**config.mk**
```make
export PLATFORM = sky130hd
export DESIGN_NAME = bictr_sweep_ctrl_flat
export DESIGN_NICKNAME = d
export VERILOG_FILES = /design/src/rtl/bictr_sweep_ctrl_pkg.sv /design/src/rtl/bictr_sweep_ctrl_if.sv /design/src/rtl/bictr_sweep_ctrl.sv /design/src/flat_wrapper.sv
export SDC_FILE = /design/constraint.sdc
export NUM_CORES = 1
export LEC_CHECK = 0
export BUFFER_PORTS_ARGS = -buffer_cell sky130_fd_sc_hd__buf_2
export CAP_MARGIN = 20
export CELL_PAD_IN_SITES_DETAIL_PLACEMENT = 0
export CELL_PAD_IN_SITES_GLOBAL_PLACEMENT = 1
export CORE_MARGIN = 2
export CORE_UTILIZATION = 46
export DETAILED_ROUTE_END_ITERATION = 10
export PLACE_DENSITY = 0.84
export SYNTH_ARGS = -nofsm -noshare
export SYNTH_HDL_FRONTEND = slang
export SYNTH_SLANG_ARGS = --single-unit
```
**constraint.sdc**
```tcl
create_clock -name clk -period 3.2 [get_ports clk]
set_input_delay 0.64 -clock clk [delete_from_list [all_inputs] [get_ports clk]]
set_output_delay 0.64 -clock clk [all_outputs]
set_load 0.03 [all_outputs]
```
**src/rtl/bictr_sweep_ctrl_pkg.sv**
```systemverilog
// Shared types and defaults for the up/down counter sweep sequencer.
package bictr_sweep_ctrl_pkg;

  localparam int unsigned STATE_W     = 2;
  localparam int unsigned DEF_WIDTH   = 4;
  localparam int unsigned DEF_SWEEP_W = 8;

  typedef enum logic [STATE_W-1:0] {
    ST_IDLE = 2'd0,
    ST_LOAD = 2'd1,
    ST_RUN  = 2'd2,
    ST_DONE = 2'd3
  } state_e;

endpackage

```
**src/rtl/bictr_sweep_ctrl_if.sv**
```systemverilog
// Control/status bus between the sweep sequencer and the up/down counter.
interface bictr_sweep_ctrl_if #(
  parameter int unsigned WIDTH = 4
);

  logic             ctr_load;
  logic             ctr_cen;
  logic             ctr_up_dn;
  logic [WIDTH-1:0] ctr_data;
  logic [WIDTH-1:0] ctr_count_to;
  logic             ctr_tercnt;

  modport master (
    output ctr_load, ctr_cen, ctr_up_dn, ctr_data, ctr_count_to,
    input  ctr_tercnt
  );

  modport slave (
    input  ctr_load, ctr_cen, ctr_up_dn, ctr_data, ctr_count_to,
    output ctr_tercnt
  );

endinterface

```
**src/rtl/bictr_sweep_ctrl.sv**
```systemverilog
// Sequencer running N back-to-back lo<->hi sweeps on an external up/down counter.
module bictr_sweep_ctrl
  import bictr_sweep_ctrl_pkg::*;
#(
  parameter int unsigned WIDTH   = DEF_WIDTH,
  parameter int unsigned SWEEP_W = DEF_SWEEP_W
) (
  input  logic               clk,
  input  logic               reset,
  input  logic               start,
  input  logic               stop,
  input  logic               hold,
  input  logic [WIDTH-1:0]   lo,
  input  logic [WIDTH-1:0]   hi,
  input  logic [SWEEP_W-1:0] n_sweeps,
  input  logic               dir_init,
  output logic               busy,
  output logic               done,
  output logic               abort,
  output logic               err,
  output logic [SWEEP_W-1:0] sweep_cnt,
  output logic               dir,
  bictr_sweep_ctrl_if.master ctr
);

  state_e               state_q, state_d;
  logic [WIDTH-1:0]     lo_q, lo_d;
  logic [WIDTH-1:0]     hi_q, hi_d;
  logic [SWEEP_W-1:0]   n_q, n_d;
  logic [SWEEP_W-1:0]   sweep_cnt_q, sweep_cnt_d;
  logic                 dir_q, dir_d;
  logic                 busy_q, busy_d;
  logic                 done_q, done_d;
  logic                 abort_q, abort_d;
  logic                 err_q, err_d;
  logic                 load_n_q, load_n_d;
  logic [WIDTH-1:0]     data_q, data_d;
  logic [WIDTH-1:0]     count_to_q, count_to_d;
  logic                 cen_c;

  // State and registered outputs
  always_ff @(posedge clk or negedge reset) begin
    if (!reset) begin
      state_q     <= ST_IDLE;
      lo_q        <= '0;
      hi_q        <= '0;
      n_q         <= '0;
      sweep_cnt_q <= '0;
      dir_q       <= 1'b1;
      busy_q      <= 1'b0;
      done_q      <= 1'b0;
      abort_q     <= 1'b0;
      err_q       <= 1'b0;
      load_n_q    <= 1'b1;
      data_q      <= '0;
      count_to_q  <= '0;
    end else begin
      state_q     <= state_d;
      lo_q        <= lo_d;
      hi_q        <= hi_d;
      n_q         <= n_d;
      sweep_cnt_q <= sweep_cnt_d;
      dir_q       <= dir_d;
      busy_q      <= busy_d;
      done_q      <= done_d;
      abort_q     <= abort_d;
      err_q       <= err_d;
      load_n_q    <= load_n_d;
      data_q      <= data_d;
      count_to_q  <= count_to_d;
    end
  end

  // Next state; stop outranks tercnt, and cen is gated in the same cycle so the count never overshoots
  always_comb begin
    state_d     = state_q;
    lo_d        = lo_q;
    hi_d        = hi_q;
    n_d         = n_q;
    sweep_cnt_d = sweep_cnt_q;
    dir_d       = dir_q;
    busy_d      = 1'b0;
    done_d      = 1'b0;
    abort_d     = 1'b0;
    err_d       = 1'b0;
    load_n_d    = 1'b1;
    data_d      = data_q;
    count_to_d  = count_to_q;
    cen_c       = 1'b0;

    unique case (state_q)
      ST_IDLE: begin
        if (start) begin
          if ((lo < hi) && (n_sweeps != '0)) begin
            lo_d        = lo;
            hi_d        = hi;
            n_d         = n_sweeps;
            sweep_cnt_d = '0;
            dir_d       = dir_init;
            data_d      = dir_init ? lo : hi;
            count_to_d  = dir_init ? hi : lo;
            load_n_d    = 1'b0;
            busy_d      = 1'b1;
            state_d     = ST_LOAD;
          end else begin
            err_d = 1'b1;
          end
        end
      end

      ST_LOAD: begin
        if (stop) begin
          abort_d = 1'b1;
          state_d = ST_IDLE;
        end else begin
          busy_d  = 1'b1;
          state_d = ST_RUN;
        end
      end

      ST_RUN: begin
        cen_c = ~ctr.ctr_tercnt & ~hold & ~stop;
        if (stop) begin
          abort_d = 1'b1;
          state_d = ST_IDLE;
        end else if (ctr.ctr_tercnt) begin
          sweep_cnt_d = sweep_cnt_q + SWEEP_W'(1);
          if ((sweep_cnt_q + SWEEP_W'(1)) == n_q) begin
            done_d  = 1'b1;
            state_d = ST_DONE;
          end else begin
            // Turn around at the bound: the counter sits still this cycle, then heads back
            dir_d      = ~dir_q;
            count_to_d = dir_q ? lo_q : hi_q;
            busy_d     = 1'b1;
          end
        end else begin
          busy_d = 1'b1;
        end
      end

      ST_DONE: begin
        state_d = ST_IDLE;
      end

      default: begin
        state_d = ST_IDLE;
      end
    endcase
  end

  assign busy      = busy_q;
  assign done      = done_q;
  assign abort     = abort_q;
  assign err       = err_q;
  assign sweep_cnt = sweep_cnt_q;
  assign dir       = dir_q;

  assign ctr.ctr_load     = load_n_q;
  assign ctr.ctr_cen      = cen_c;
  assign ctr.ctr_up_dn    = dir_q;
  assign ctr.ctr_data     = data_q;
  assign ctr.ctr_count_to = count_to_q;

endmodule

```
**src/flat_wrapper.sv**
```systemverilog
// flat-port wrapper written by rule: the top's interface ports become plain ports
module bictr_sweep_ctrl_flat import bictr_sweep_ctrl_pkg::*;
#(
  parameter int unsigned WIDTH   = DEF_WIDTH,
  parameter int unsigned SWEEP_W = DEF_SWEEP_W
)
  (clk, reset, start, stop, hold, lo, hi, n_sweeps, dir_init, busy, done, abort, err, sweep_cnt, dir, ctr_ctr_load, ctr_ctr_cen, ctr_ctr_up_dn, ctr_ctr_data, ctr_ctr_count_to, ctr_ctr_tercnt);
  bictr_sweep_ctrl_if #(.WIDTH(WIDTH)) ctr_i ();
  input  logic clk;
  input  logic reset;
  input  logic start;
  input  logic stop;
  input  logic hold;
  input  logic [WIDTH-1:0] lo;
  input  logic [WIDTH-1:0] hi;
  input  logic [SWEEP_W-1:0] n_sweeps;
  input  logic dir_init;
  output logic busy;
  output logic done;
  output logic abort;
  output logic err;
  output logic [SWEEP_W-1:0] sweep_cnt;
  output logic dir;
  output wire logic [$bits(ctr_i.ctr_load)-1:0] ctr_ctr_load;
  output wire logic [$bits(ctr_i.ctr_cen)-1:0] ctr_ctr_cen;
  output wire logic [$bits(ctr_i.ctr_up_dn)-1:0] ctr_ctr_up_dn;
  output wire logic [$bits(ctr_i.ctr_data)-1:0] ctr_ctr_data;
  output wire logic [$bits(ctr_i.ctr_count_to)-1:0] ctr_ctr_count_to;
  input wire logic [$bits(ctr_i.ctr_tercnt)-1:0] ctr_ctr_tercnt;
  assign ctr_ctr_load = ctr_i.ctr_load;
  assign ctr_ctr_cen = ctr_i.ctr_cen;
  assign ctr_ctr_up_dn = ctr_i.ctr_up_dn;
  assign ctr_ctr_data = ctr_i.ctr_data;
  assign ctr_ctr_count_to = ctr_i.ctr_count_to;
  assign ctr_i.ctr_tercnt = ctr_ctr_tercnt;
  bictr_sweep_ctrl #(.WIDTH(WIDTH), .SWEEP_W(SWEEP_W)) u_core (.clk(clk), .reset(reset), .start(start), .stop(stop), .hold(hold), .lo(lo), .hi(hi), .n_sweeps(n_sweeps), .dir_init(dir_init), .busy(busy), .done(done), .abort(abort), .err(err), .sweep_cnt(sweep_cnt), .dir(dir), .ctr(ctr_i));
endmodule
```
Word-level counts from Yosys, hierarchy flattened

Cells that the tools add are included.

Register bits after elaboration: 40
Bits of input ports: 23

Bitwise operators: 6
Equal/unequal tests: 11
Add/subtract/negate cells: 1
Muxes and demuxes: 46
Reductions and logical operators: 9
Order comparisons: 1

Operator list:

| operator                                              | count |
|---|---|
| 2-to-1 mux 4 bit                                      | 8 |
| 2-to-1 mux 8 bit                                      | 4 |
| 2-to-1 mux 1 bit                                      | 23 |
| one-hot mux 8 bit (2 select lines)                    | 1 |
| 2-to-1 mux 2 bit                                      | 6 |
| adder 8 x 1 -> 8 bit, second input constant           | 1 |
| equality test 8 bit                                   | 1 |
| inequality test 2 bit, second input constant          | 4 |
| one-hot mux 2 bit (4 select lines)                    | 1 |
| one-hot mux 4 bit (2 select lines)                    | 1 |
| nonzero test 8 bit                                    | 1 |
| AND reduction 6 bit                                   | 1 |
| AND reduction 5 bit                                   | 1 |
| equality test 2 bit, second input constant            | 2 |
| < comparator 4 bit                                    | 1 |
| NOT 1 bit                                             | 4 |
| AND reduction 4 bit                                   | 1 |
| inequality test 3 x 2 -> 1 bit, second input constant | 1 |
| inequality test 3 bit, second input constant          | 1 |
| one-hot mux 1 bit (3 select lines)                    | 1 |
| AND reduction 3 bit                                   | 1 |
| AND 1 bit                                             | 2 |
| equality test 2 x 1 -> 1 bit, second input constant   | 1 |
| zero test 2 bit                                       | 1 |
| 5 further kinds                                       | 5 |

Logic depth before layout (Yosys ltp)

Depth after elaboration: 6
Gate-level depth with buffers: 9
Depth with buffers taken out: 7

Worst setup path before layout

OpenSTA, ideal clock, no wires.

Path type: flip-flop to output port
Start point: register u_core.state_q[0]
End point: output ctr_ctr_cen
Cell stages (with the launch flop): 7
Path buffers: 2
Path slack: 780 ps
Arrival time: 1,780 ps
Data required time: 2,560 ps
Path through: dfrtp_1 > inv_1 > ha_1 > clkbuf_1 > buf_2 > nand2_1 > nor3_1

Cells in the longest elaborated chain, start to end: 2

Ends and longest elaborated chain:

| what                     | RTL line               | text |
|---|---|---|
| start: declaration       | bictr_sweep_ctrl.sv:26 | `state_e state_q, state_d;` |
| start signal: assignment | bictr_sweep_ctrl.sv:58 | `state_q <= state_d;` |
| equality test 2 bit      | bictr_sweep_ctrl.sv:91 | `unique case (state_q)` |
| 2-to-1 mux 1 bit         | bictr_sweep_ctrl.sv:91 |  |
| end: declaration         | flat_wrapper.sv:25     | `output wire logic [$bits(ctr_i.ctr_cen)-1:0] ctr_ctr_cen;` |

No other way between the ends.

Worst setup path in the final report

Start point: register u_core.sweep_cnt_q[0] (netlist: u_core.sweep_cnt[0])
End point: register u_core.dir_q (netlist: u_core.ctr.ctr_up_dn)

Cells in the longest elaborated chain, start to end: 4

Ends and longest elaborated chain:

| what                                   | RTL line                | text |
|---|---|---|
| start: declaration                     | bictr_sweep_ctrl.sv:30  | `logic [SWEEP_W-1:0] sweep_cnt_q, sweep_cnt_d;` |
| start signal: assignment               | bictr_sweep_ctrl.sv:62  | `sweep_cnt_q <= sweep_cnt_d;` |
| adder 8 x 1 -> 8 bit                   | bictr_sweep_ctrl.sv:128 | `if ((sweep_cnt_q + SWEEP_W'(1)) == n_q) begin` |
| equality test 8 bit                    | bictr_sweep_ctrl.sv:128 |  |
| inequality test 2 bit (no source line) | -                       |  |
| AND reduction 6 bit (no source line)   | -                       |  |
| end signal: assignment                 | bictr_sweep_ctrl.sv:63  | `dir_q <= dir_d;` |
| end: declaration                       | bictr_sweep_ctrl.sv:31  | `logic dir_q, dir_d;` |

No other way between the ends.
A chain may end at the register's enable or synchronous reset.

==> flow_results.org <==
** Die
- In this run the standard cell core region covers 4820 um^2.
- Die width :: 75.1 um
- During I/O placement, the number of pins put on the boundary was 47.
- The die is 75.1 um tall.
- The initial utilization of the core area, before any placement, comes to 0.483.
- After floorplanning, the core was divided into 25 placement rows.
- The die covers 5650 um^2.

** Route
- After the first detailed-routing iteration, the DRC count stood at 120.
- Via density per instance :: 5.43
- Post-route met1 wirelength :: 2360 um
- Detailed route wirelength on metal2 :: 2410 um
- Detailed routing placed a total of 219 um of wire on met3.
- Detailed routing inserted a total of 1793 vias.
- In this run the remaining antenna-violating nets after routing total 0.
- In the final routed layout, each cell accounts on average for 15.2 um.
- Signal routing reaches up to met4.
- After detailed routing, the number of remaining DRC violations is 0.
- The first TritonRoute pass finished after 4 iterations.
- Total wire length :: 5010 um

** Finish
- In the layout the commonest cells are sky130_fd_sc_hd__buf_2, sky130_fd_sc_hd__dfrtp_1, sky130_fd_sc_hd__mux2_2.
- The library cell used most frequently in the layout, excluding fill and tap cells, is sky130_fd_sc_hd__buf_2.
- Final #Nets :: 293
- The area growth from synthesis to layout is 14.7%.
- Area of all placed cells without fillers :: 2670 um^2
- Of the cells placed in the final design, the portion with a size suffix greater than 1 is 0.357.
- The count of cells in the finished layout, fillers not included, comes to 330.
- The repair_antennas step left the layout with diodes totalling 0.

** STA
- Minimum clock period :: 2.56 ns
- The clock arrives with 0.0106 ns of skew.
- Max-Slew Margin vs Limit :: 0.405
- The final count of hold timing violations is 0.
- Number of pins exceeding their max-slew limit in the final report :: 0
- For the final routed database, the setup TNS stands at 0 ns.
- Setup repair after global routing missed its margin :: no
- Static timing analysis puts the maximum clock frequency at 390 MHz.
- Final setup violation count :: 0
- Final Cycle Share :: 0.801
- At the pin with the least slew margin, the transition time is 0.893 ns.

** Setup path
- STA classifies the critical path endpoint as a register.
- Total buffers and inverters traversed by the critical path :: 0
- Critical-path cell list :: ha_1 -> nand2_2 -> or3_4 -> a2111oi_4 -> and4_1 -> a21oi_1 -> a2bb2oi_2
- For the worst setup path, the data arrival time is 2.76 ns.
- Top fanout value on the critical path :: 7
- Grouping stages by cell kind, the critical path spends the most delay in simple AND/OR/NAND/NOR gates.
- Nature of the critical path startpoint :: register
- Highest cell delay on the worst timing path :: 0.48 ns
- The critical path is of the reg -> reg type.
- Cell with the largest stage delay on the worst path :: sky130_fd_sc_hd__and4_1
- Critical path data required time :: 3.40 ns

** Place
- Post-Place Cells :: 322
- Detailed placement ended at an HPWL of 3560 um.
- Summing all placed instances gives a cell area of 2570 um^2.
- At the end of routability-driven placement, the weighted congestion stood at 0.769.
- Input and output buffers added on the ports amount to 46.

** Min path
- Kind of path behind the tightest hold check :: in -> async

** GRT
- Global-route wire length before repair :: 8310 um
- After global routing the overflow that remains totals 0.
- Number of global-route vias before repair :: 1710
- Largest net degree at the start of global routing :: 41
- For this run, the total global-route usage over all layers was measured as 0.195.
- The initial antenna violation count came to 0.

** Synth
- For this run, the leading register cell type out of synthesis is sky130_fd_sc_hd__dfrtp_1.
- Post-Synthesis Cells :: 222
- Warnings, synthesis :: 0
- Sequential fraction of the synthesis area :: 0.431
- Counting flops with a built-in enable in the synthesized netlist gives 0.
- Post-synth design cell area :: 2330 um^2
- After synthesis, the netlist uses 52 different library cells.
- Syn nets :: 253
- In this run, synthesis produced a sequential element count of 40.
- Averaged over all synthesized cells, the footprint is 10.5 um^2.
- Async S/R FF share, synth :: 1.00

** Clock tree
- Clock tree from TritonCTS :: built
- In this run the post-CTS setup repair buffer count came out at 0.
- The H-tree generated during clock tree synthesis spans 2 levels.
- In this run, post-CTS repair resized a total of 0 instances.
- The cell sitting at the root of the clock tree is a sky130_fd_sc_hd__clkbuf_8.
- The number of hold buffers added after CTS was 0.
- Counting every sink on the clock net gives 40.
- The longest clock path from root to sink contains 2 buffers.
- Clock-pin transition on the worst setup and hold timing paths :: 0.08 ns
- TritonCTS Buffers :: 5
- Clock latency on the worst-skew pair :: 0.29 ns

** Pwr
- For this design the ratio of total power to cell area is 794 nW/um^2.
- Across the VDD grid, the largest voltage drop is 0.000393 V.
- Leakage component of the power :: 0.00123 uW

** Status
- Outcome :: complete, no violations

** Job
- Max-Cap Viols :: 0
-- cell type report --
| cell class | count | area (um^2) |
|---|---|---|
| inverter | 9 | 33.8 |
| sequential | 40 | 1000 |
| clock buffer | 8 | 100 |
| fill | 456 | 2150 |
| tap | 67 | 83.8 |
| timing repair buffer | 47 | 238 |
| multi-input combinational | 159 | 1210 |
-- per-layer routing --
metal  vias up  GRT usage
li1        884          -
met2        45      0.309
met5         -          0
met3         2     0.0482
met4         0     0.0507
met1       862      0.269
-- through the flow --
stage | hold slack, ns | setup WS, ns | utilization | power (uW)
finish | 0.469 | 0.636 | 0.555 | 2120
global route | 0.525 | 0.495 | 0.555 | 2270
CTS | 0.495 | 0.622 | 0.555 | 2150
detailed placement | 0.470 | 0.608 | 0.534 | 1760
global placement | 0.463 | 0.624 | 0.534 | 1750
floorplan | 0.344 | 0.780 | - | 1540
-- worst reg2reg max path, cell delays in order, from the launching register on --
cell and delay, ns:
sky130_fd_sc_hd__dfrtp_1 0.46, sky130_fd_sc_hd__ha_1 0.31, sky130_fd_sc_hd__nand2_2 0.10, sky130_fd_sc_hd__or3_4 0.42, sky130_fd_sc_hd__a2111oi_4 0.42, sky130_fd_sc_hd__and4_1 0.48, sky130_fd_sc_hd__a21oi_1 0.14, sky130_fd_sc_hd__a2bb2oi_2 0.15
-- report_power, final --
group          switching (uW)  internal, uW
clock network             176           197
registers                 137           696
logic                     545           371
total                     858          1260
-- sequential cells by signal, indices dropped and copies added (netlist names) --
name and flops:
u_core.abort 1, u_core.busy 1, u_core.ctr.ctr_count_to 4, u_core.ctr.ctr_data 4
u_core.ctr.ctr_load 1, u_core.ctr.ctr_up_dn 1, u_core.done 1, u_core.err 1
u_core.hi_q 4, u_core.lo_q 4, u_core.n_q 8, u_core.state_q 2
u_core.sweep_cnt 8
-- Yosys cell counts (2+ instances only) --
cell                       count  area share
sky130_fd_sc_hd__nor2b_1       2      0.0054
sky130_fd_sc_hd__xor2_1        5       0.019
sky130_fd_sc_hd__mux2i_1       4       0.017
sky130_fd_sc_hd__a22o_1        5       0.019
sky130_fd_sc_hd__o21ai_0      20       0.043
sky130_fd_sc_hd__nand2_1      18       0.029
sky130_fd_sc_hd__buf_4         4       0.013
sky130_fd_sc_hd__nor3_1        3      0.0064
sky130_fd_sc_hd__clkbuf_1      6      0.0097
sky130_fd_sc_hd__a21oi_1       4      0.0086
sky130_fd_sc_hd__mux2_2       21        0.10
sky130_fd_sc_hd__nand2b_1      3      0.0081
sky130_fd_sc_hd__nand2_2       2      0.0054
sky130_fd_sc_hd__inv_1         9       0.015
sky130_fd_sc_hd__a22oi_1       4       0.013
sky130_fd_sc_hd__nand4_1       6       0.016
sky130_fd_sc_hd__buf_2         3      0.0064
sky130_fd_sc_hd__dfrtp_1      38        0.41
sky130_fd_sc_hd__xnor2_1       6       0.023
sky130_fd_sc_hd__a211oi_1      2      0.0064
sky130_fd_sc_hd__or2_2         3      0.0081
sky130_fd_sc_hd__ha_1          8       0.043
sky130_fd_sc_hd__nor2_1        4      0.0064
sky130_fd_sc_hd__nor4_1        2      0.0054
sky130_fd_sc_hd__nand3_1      11       0.024
sky130_fd_sc_hd__dfstp_2       2       0.023
sky130_fd_sc_hd__or3_2         2      0.0064
-- final timing paths --
check | startpoint | to | slack [ns] | cells past startpoint
worst max-delay path | u_core.sweep_cnt[0] | u_core.ctr.ctr_up_dn | 0.64 | 7
worst min-delay path | reset | u_core.sweep_cnt[2] | 0.47 | 1
worst max register to register | u_core.sweep_cnt[0] | u_core.ctr.ctr_up_dn | 0.64 | 7
worst min register to register | u_core.ctr.ctr_data[2] | u_core.ctr.ctr_data[2] | 0.49 | 2
max in group asynchronous | reset | u_core.sweep_cnt[5] | 2.17 | 1
min in group clk | u_core.ctr.ctr_data[2] | u_core.ctr.ctr_data[2] | 0.49 | 2
-- cells by family (layout without fill, tap and decap cells) --
| group | count (synthesis) | after routing | share of synthesized area |
|---|---|---|---|
| xor+xnor | 11 | 11 | 0.0414 |
| fa+ha+maj | 8 | 8 | 0.0430 |
| compound gates | 50 | 50 | 0.157 |
| flops | 40 | 40 | 0.431 |
| buf+inv | 23 | 64 | 0.0484 |
| simple gates | 64 | 64 | 0.154 |
| mux | 26 | 26 | 0.125 |
Power figures use the tool's default switching activity.
